## src/rtl/elbeth_pkg.sv

```systemverilog
`default_nettype none
// ============================================================================
// Module : elbeth_pkg
// Shared encodings for the elbeth memory arbiter: FSM states, owner ids,
// and default bus widths.
// Rev    : 1.0
// ============================================================================
package elbeth_pkg;

  localparam int C_ADDR_W_DEF = 8;
  localparam int C_DATA_W_DEF = 32;

  typedef enum logic [1:0] {
    ST_IDLE   = 2'd0,
    ST_ACCESS = 2'd1,
    ST_DONE   = 2'd2
  } state_t;

  typedef enum logic {
    OWN_I = 1'b0,
    OWN_D = 1'b1
  } owner_t;

endpackage
`default_nettype wire

```

## src/rtl/elbeth_arb_pick.sv

```systemverilog
`default_nettype none
// ============================================================================
// Module : elbeth_arb_pick
// Combinational 2-way picker: fixed data priority or round-robin.
// Rev    : 1.0
// ============================================================================
module elbeth_arb_pick
  import elbeth_pkg::*;
#(
  parameter int DATA_PRIO = 0
) (
  input  logic   req_i,
  input  logic   req_d,
  input  owner_t last_grant,
  output logic   grant_d
);

  always_comb begin
    grant_d = 1'b0;
    if (req_d && !req_i) begin
      grant_d = 1'b1;
    end else if (req_d && req_i) begin
      // Under round-robin, the port that did not win last time goes now.
      grant_d = (DATA_PRIO != 0) ? 1'b1 : (last_grant == OWN_I);
    end
  end

endmodule
`default_nettype wire

```

## src/rtl/elbeth_mem_arbiter.sv

```systemverilog
`default_nettype none
// ============================================================================
// Module : elbeth_mem_arbiter
// Shares one single-port memory between the instruction and data ports,
// one captured request at a time, with a watchdog abort.
// Rev    : 1.0
// ============================================================================
module elbeth_mem_arbiter
  import elbeth_pkg::*;
#(
  parameter int ADDR_W    = C_ADDR_W_DEF,
  parameter int DATA_W    = C_DATA_W_DEF,
  parameter int DATA_PRIO = 0,
  parameter int TIMEOUT   = 16
) (
  input  logic                clk,
  input  logic                rst,
  input  logic                imem_en,
  input  logic [ADDR_W-1:0]   imem_addr,
  input  logic [DATA_W-1:0]   imem_wdata,
  input  logic [DATA_W/8-1:0] imem_rw,
  output logic [DATA_W-1:0]   imem_rdata,
  output logic                imem_ready,
  output logic                imem_error,
  input  logic                dmem_en,
  input  logic [ADDR_W-1:0]   dmem_addr,
  input  logic [DATA_W-1:0]   dmem_wdata,
  input  logic [DATA_W/8-1:0] dmem_rw,
  output logic [DATA_W-1:0]   dmem_rdata,
  output logic                dmem_ready,
  output logic                dmem_error,
  output logic                m_en,
  output logic [ADDR_W-1:0]   m_addr,
  output logic [DATA_W-1:0]   m_wdata,
  output logic [DATA_W/8-1:0] m_rw,
  input  logic [DATA_W-1:0]   m_rdata,
  input  logic                m_ready
);

  localparam int              C_WD_W    = $clog2(TIMEOUT + 1);
  localparam logic [C_WD_W-1:0] C_WD_LAST = C_WD_W'(TIMEOUT - 1);

  state_t                state_q;
  owner_t                owner_q;
  owner_t                last_q;
  logic [C_WD_W-1:0]     wdog_q;
  logic                  m_en_q;
  logic [ADDR_W-1:0]     m_addr_q;
  logic [DATA_W-1:0]     m_wdata_q;
  logic [DATA_W/8-1:0]   m_rw_q;
  logic [DATA_W-1:0]     i_rdata_q;
  logic [DATA_W-1:0]     d_rdata_q;
  logic                  i_ready_q;
  logic                  d_ready_q;
  logic                  i_error_q;
  logic                  d_error_q;
  logic                  grant_d;

  elbeth_arb_pick #(
    .DATA_PRIO (DATA_PRIO)
  ) u_pick (
    .req_i      (imem_en),
    .req_d      (dmem_en),
    .last_grant (last_q),
    .grant_d    (grant_d)
  );

  always_ff @(posedge clk) begin
    if (!rst) begin
      state_q   <= ST_IDLE;
      owner_q   <= OWN_I;
      last_q    <= OWN_I;
      wdog_q    <= '0;
      m_en_q    <= 1'b0;
      m_addr_q  <= '0;
      m_wdata_q <= '0;
      m_rw_q    <= '0;
      i_rdata_q <= '0;
      d_rdata_q <= '0;
      i_ready_q <= 1'b0;
      d_ready_q <= 1'b0;
      i_error_q <= 1'b0;
      d_error_q <= 1'b0;
    end else begin
      case (state_q)
        ST_IDLE: begin
          if (imem_en || dmem_en) begin
            if (grant_d) begin
              m_addr_q  <= dmem_addr;
              m_wdata_q <= dmem_wdata;
              m_rw_q    <= dmem_rw;
              owner_q   <= OWN_D;
              last_q    <= OWN_D;
            end else begin
              m_addr_q  <= imem_addr;
              m_wdata_q <= imem_wdata;
              m_rw_q    <= imem_rw;
              owner_q   <= OWN_I;
              last_q    <= OWN_I;
            end
            m_en_q  <= 1'b1;
            wdog_q  <= '0;
            state_q <= ST_ACCESS;
          end
        end

        ST_ACCESS: begin
          wdog_q <= wdog_q + C_WD_W'(1);
          // A real completion on the last watchdog cycle takes precedence.
          if (m_ready) begin
            m_en_q <= 1'b0;
            if (owner_q == OWN_D) begin
              d_rdata_q <= m_rdata;
              d_ready_q <= 1'b1;
            end else begin
              i_rdata_q <= m_rdata;
              i_ready_q <= 1'b1;
            end
            state_q <= ST_DONE;
          end else if (wdog_q == C_WD_LAST) begin
            m_en_q <= 1'b0;
            if (owner_q == OWN_D) begin
              d_rdata_q <= '0;
              d_ready_q <= 1'b1;
              d_error_q <= 1'b1;
            end else begin
              i_rdata_q <= '0;
              i_ready_q <= 1'b1;
              i_error_q <= 1'b1;
            end
            state_q <= ST_DONE;
          end
        end

        ST_DONE: begin
          i_ready_q <= 1'b0;
          d_ready_q <= 1'b0;
          i_error_q <= 1'b0;
          d_error_q <= 1'b0;
          state_q   <= ST_IDLE;
        end

        default: begin
          state_q <= ST_IDLE;
        end
      endcase
    end
  end

  assign m_en       = m_en_q;
  assign m_addr     = m_addr_q;
  assign m_wdata    = m_wdata_q;
  assign m_rw       = m_rw_q;
  assign imem_rdata = i_rdata_q;
  assign imem_ready = i_ready_q;
  assign imem_error = i_error_q;
  assign dmem_rdata = d_rdata_q;
  assign dmem_ready = d_ready_q;
  assign dmem_error = d_error_q;

endmodule
`default_nettype wire
```

## config.mk

```make
export PLATFORM = sky130hd
export DESIGN_NAME = elbeth_mem_arbiter
export DESIGN_NICKNAME = d
export VERILOG_FILES = /design/src/rtl/elbeth_pkg.sv /design/src/rtl/elbeth_arb_pick.sv /design/src/rtl/elbeth_mem_arbiter.sv
export SDC_FILE = /design/constraint.sdc
export NUM_CORES = 1
export LEC_CHECK = 0
export ABC_AREA = 1
export CORE_MARGIN = 4
export CORE_UTILIZATION = 45
export DETAILED_ROUTE_END_ITERATION = 8
export PLACE_DENSITY = 0.82
export SYNTH_ARGS = -nofsm -noshare
export SYNTH_HDL_FRONTEND = slang
export SYNTH_HIERARCHICAL = 1
export SYNTH_SLANG_ARGS = --single-unit
```

## constraint.sdc

```tcl
create_clock -name clk -period 4.3 [get_ports clk]
set_clock_uncertainty 0.05 [all_clocks]
set_input_delay 0.43 -clock clk [delete_from_list [all_inputs] [get_ports clk]]
set_output_delay 0.43 -clock clk [all_outputs]
set_load 0.02 [all_outputs]
```

==> impl_metrics.tcl <==
set metrics [dict create \
    status "completed" \
    leakage_nw 3.52 \
    ys_ff_latch 121 \
    grt_max_degree 51 \
    slew_headroom_pct 39.5 \
    areaGrowthSynthToFinish_pct 56.2 \
    vias 5441 \
    fmax_ghz 0.421 \
    layout-drive-gt1-share_pct 4.47 \
    cts_buffers 17 \
    crit_arrival_ps 2610 \
    finalHoldViolCount 0 \
    grt_pass1_wl_mm 23.8 \
    fp.dieW_um 116 \
    root_buffer "clkbuf_16" \
    layout_commonest_cell "clkdlybuf4s50_1" \
    ant_nets 0 \
    layout_common_cells "clkdlybuf4s50_1, nand2_1, dfxtp_1, nor2_1, inv_1" \
    nNetsFinal 1126 \
    synthCells 780 \
    endpoint_kind "flop" \
    grt_usage_pct 22.6 \
    dpl.hpwl_mm 11.1 \
    min_delay_path_depth 2 \
    min_path_type "reg -> reg" \
    syn_area_um2 5290 \
    min_to "imem_rdata[7]" \
    cts_hold_buf 0 \
    clkSinkCount 121 \
    synth_nets 911 \
    fin_crit_sh_pct 55.2 \
    diodes 0 \
    cts.htree.levels 4 \
    clkTransAtPathRegs_ps 50 \
    crit_type "reg -> reg" \
    port_buffers 237 \
    setup_viol 0 \
    fin_area_um2 8260 \
    fp.dieH_um 116 \
    grt_pass1_vias 4956 \
    power_density_nw_per_um2 414 \
    via_per_inst 4.73 \
    final_util_pct 72.0 \
    rsz0062_at_grt "no" \
    max-vdd-ir-drop_mv 0.282 \
    clock_power_share_pct 42.3 \
    gp_congestion 0.828 \
    grt_overflow 0 \
    ios 238 \
    n_fill_cell 957 \
    yosys.cell_types.count 27 \
    register_area_um2 2420 \
    wirelength_mm 15.7 \
    insertion_delay_ps 410 \
    switchingPower_mw 0.917 \
    drcViolationCount 0 \
    clock_path_buffers 2 \
    setup_tns_ps 0 \
    antenna_found_initial 0 \
    multi_input_area_um2 2270 \
    internal_power_mw 2.50 \
    dpl_cell_area_um2 7650 \
    initial_core_util_pct 46.1 \
    postCtsSetupBuffers 0 \
    firstDrtPassIters 5 \
    period_minus_slack_ps 2370 \
    avgRoutedWirePerCell_um 13.6 \
    cp-start-kind "flop" \
    yosysWarnings 6 \
    tightest_slew_ps 906 \
    ff2ff_path_depth 10 \
    drtIter0Drc 414 \
    core_area_um2 11500 \
    row_count 39 \
    rrSetupSlack_ps 1930 \
    power_frac_comb_pct 21.0 \
    instances_no_fill 1150 \
    drv_slew 0 \
    cts_tree "done" \
    cts_resized 0 \
    dieArea_um2 13500 \
    swShare_pct 26.8 \
    seq_area_frac_synth_pct 45.8 \
    dp.cells 1119 \
    hp-start "imem_rdata[7]" \
    cap_violations 0 \
    pwr-share-seq_pct 36.7 \
    synth.avg_cell_area_um2 6.78 \
    r2r-end "imem_rdata[21]" \
    cp_max_fo 33 \
    reg2reg_from "wdog_q[0]" \
    required_ps 4530 \
]
[worst max-delay path by stage]
stage,from,cells after the start,end
finish,wdog_q[0],10,imem_rdata[21]
global route,wdog_q[0],10,imem_rdata[31]
CTS,wdog_q[0],10,imem_rdata[21]
detailed placement,m_ready,8,imem_rdata[29]
global placement,m_ready,8,imem_rdata[0]
floorplan,wdog_q[0],11,imem_rdata[0]
[through the flow]
step,setup slack (ps),power (mW),hold WS (ps)
detailed placement,1650,1.99,404
global route,1700,3.57,431
global placement,1680,1.99,401
finish,1930,3.42,412
floorplan,2730,1.66,390
CTS,1920,3.44,413
[metal layers]
layer	vias to the layer above	global-route usage, %	part of all wire, %
met3	24	10.4	12
met2	203	39.7	49
met4	0	8.04	2.0
met1	2373	23.8	37
met5	-	0	0
li1	2841	-	-
[final cells by class]
class                   count  share of cell area [%]
multi-input cells         517                    27.5
clock inverters             8                    1.42
repair buffers            244                    29.4
clock buffers              23                    5.91
well taps                 143                    2.17
flip-flops and latches    121                    29.3
inverters                  94                    4.32
[kinds of logic after synthesis]
family          Yosys count  synth area share, %
simple gates            344                 25.3
compound gates          167                 16.0
buf+inv                 142                 11.4
flops                   121                 45.8
fa+ha+maj                 6                 1.42
[flip-flops by register name, indices dropped and copies added (netlist names)]
name and count:
dmem_error 1, m_addr 8, imem_error 1, m_en 1, imem_ready 1, m_rw 4
m_wdata 32, wdog_q 5, imem_rdata 32, state_q 2, last_q 1, dmem_rdata 32
dmem_ready 1
[power by group through the flow]
stage	clock (mW)	combinational, mW	sequential (mW)
2_1_floorplan	0	0.285	1.37
3_3_place_gp	0	0.714	1.27
3_5_place_dp	0	0.716	1.28
4_1_cts	1.47	0.724	1.25
5_1_grt	1.52	0.786	1.26
6_report	1.45	0.718	1.25
[synth_stat cells (all sizes together)]
cell type  instances  area (µm²)
nor3               2        10.0
inv               92         348
ha                 6        75.1
buf               22         150
clkbuf            26        97.6
clkinv             2        8.75
o21a               1        7.51
nand3              8        40.0
a31oi              1        6.26
nand3b             2        15.0
a21oi             75         379
o21bai             1        7.51
nand4              1        6.26
o21ai             89         445
nand2            233         890
nor2              98         378
dfxtp            121        2420
[worst max-delay path: stages, from the launching register on]
cell and delay (ps):
dfxtp_1 330, ha_1 210, nand2_1 70, nor2_1 50, ha_1 200, nor2_2 150
nor2_4 70, nand2_4 310, clkinv_2 500, nand2_1 210, a21oi_1 80
(Power assumes the default switching activity.)
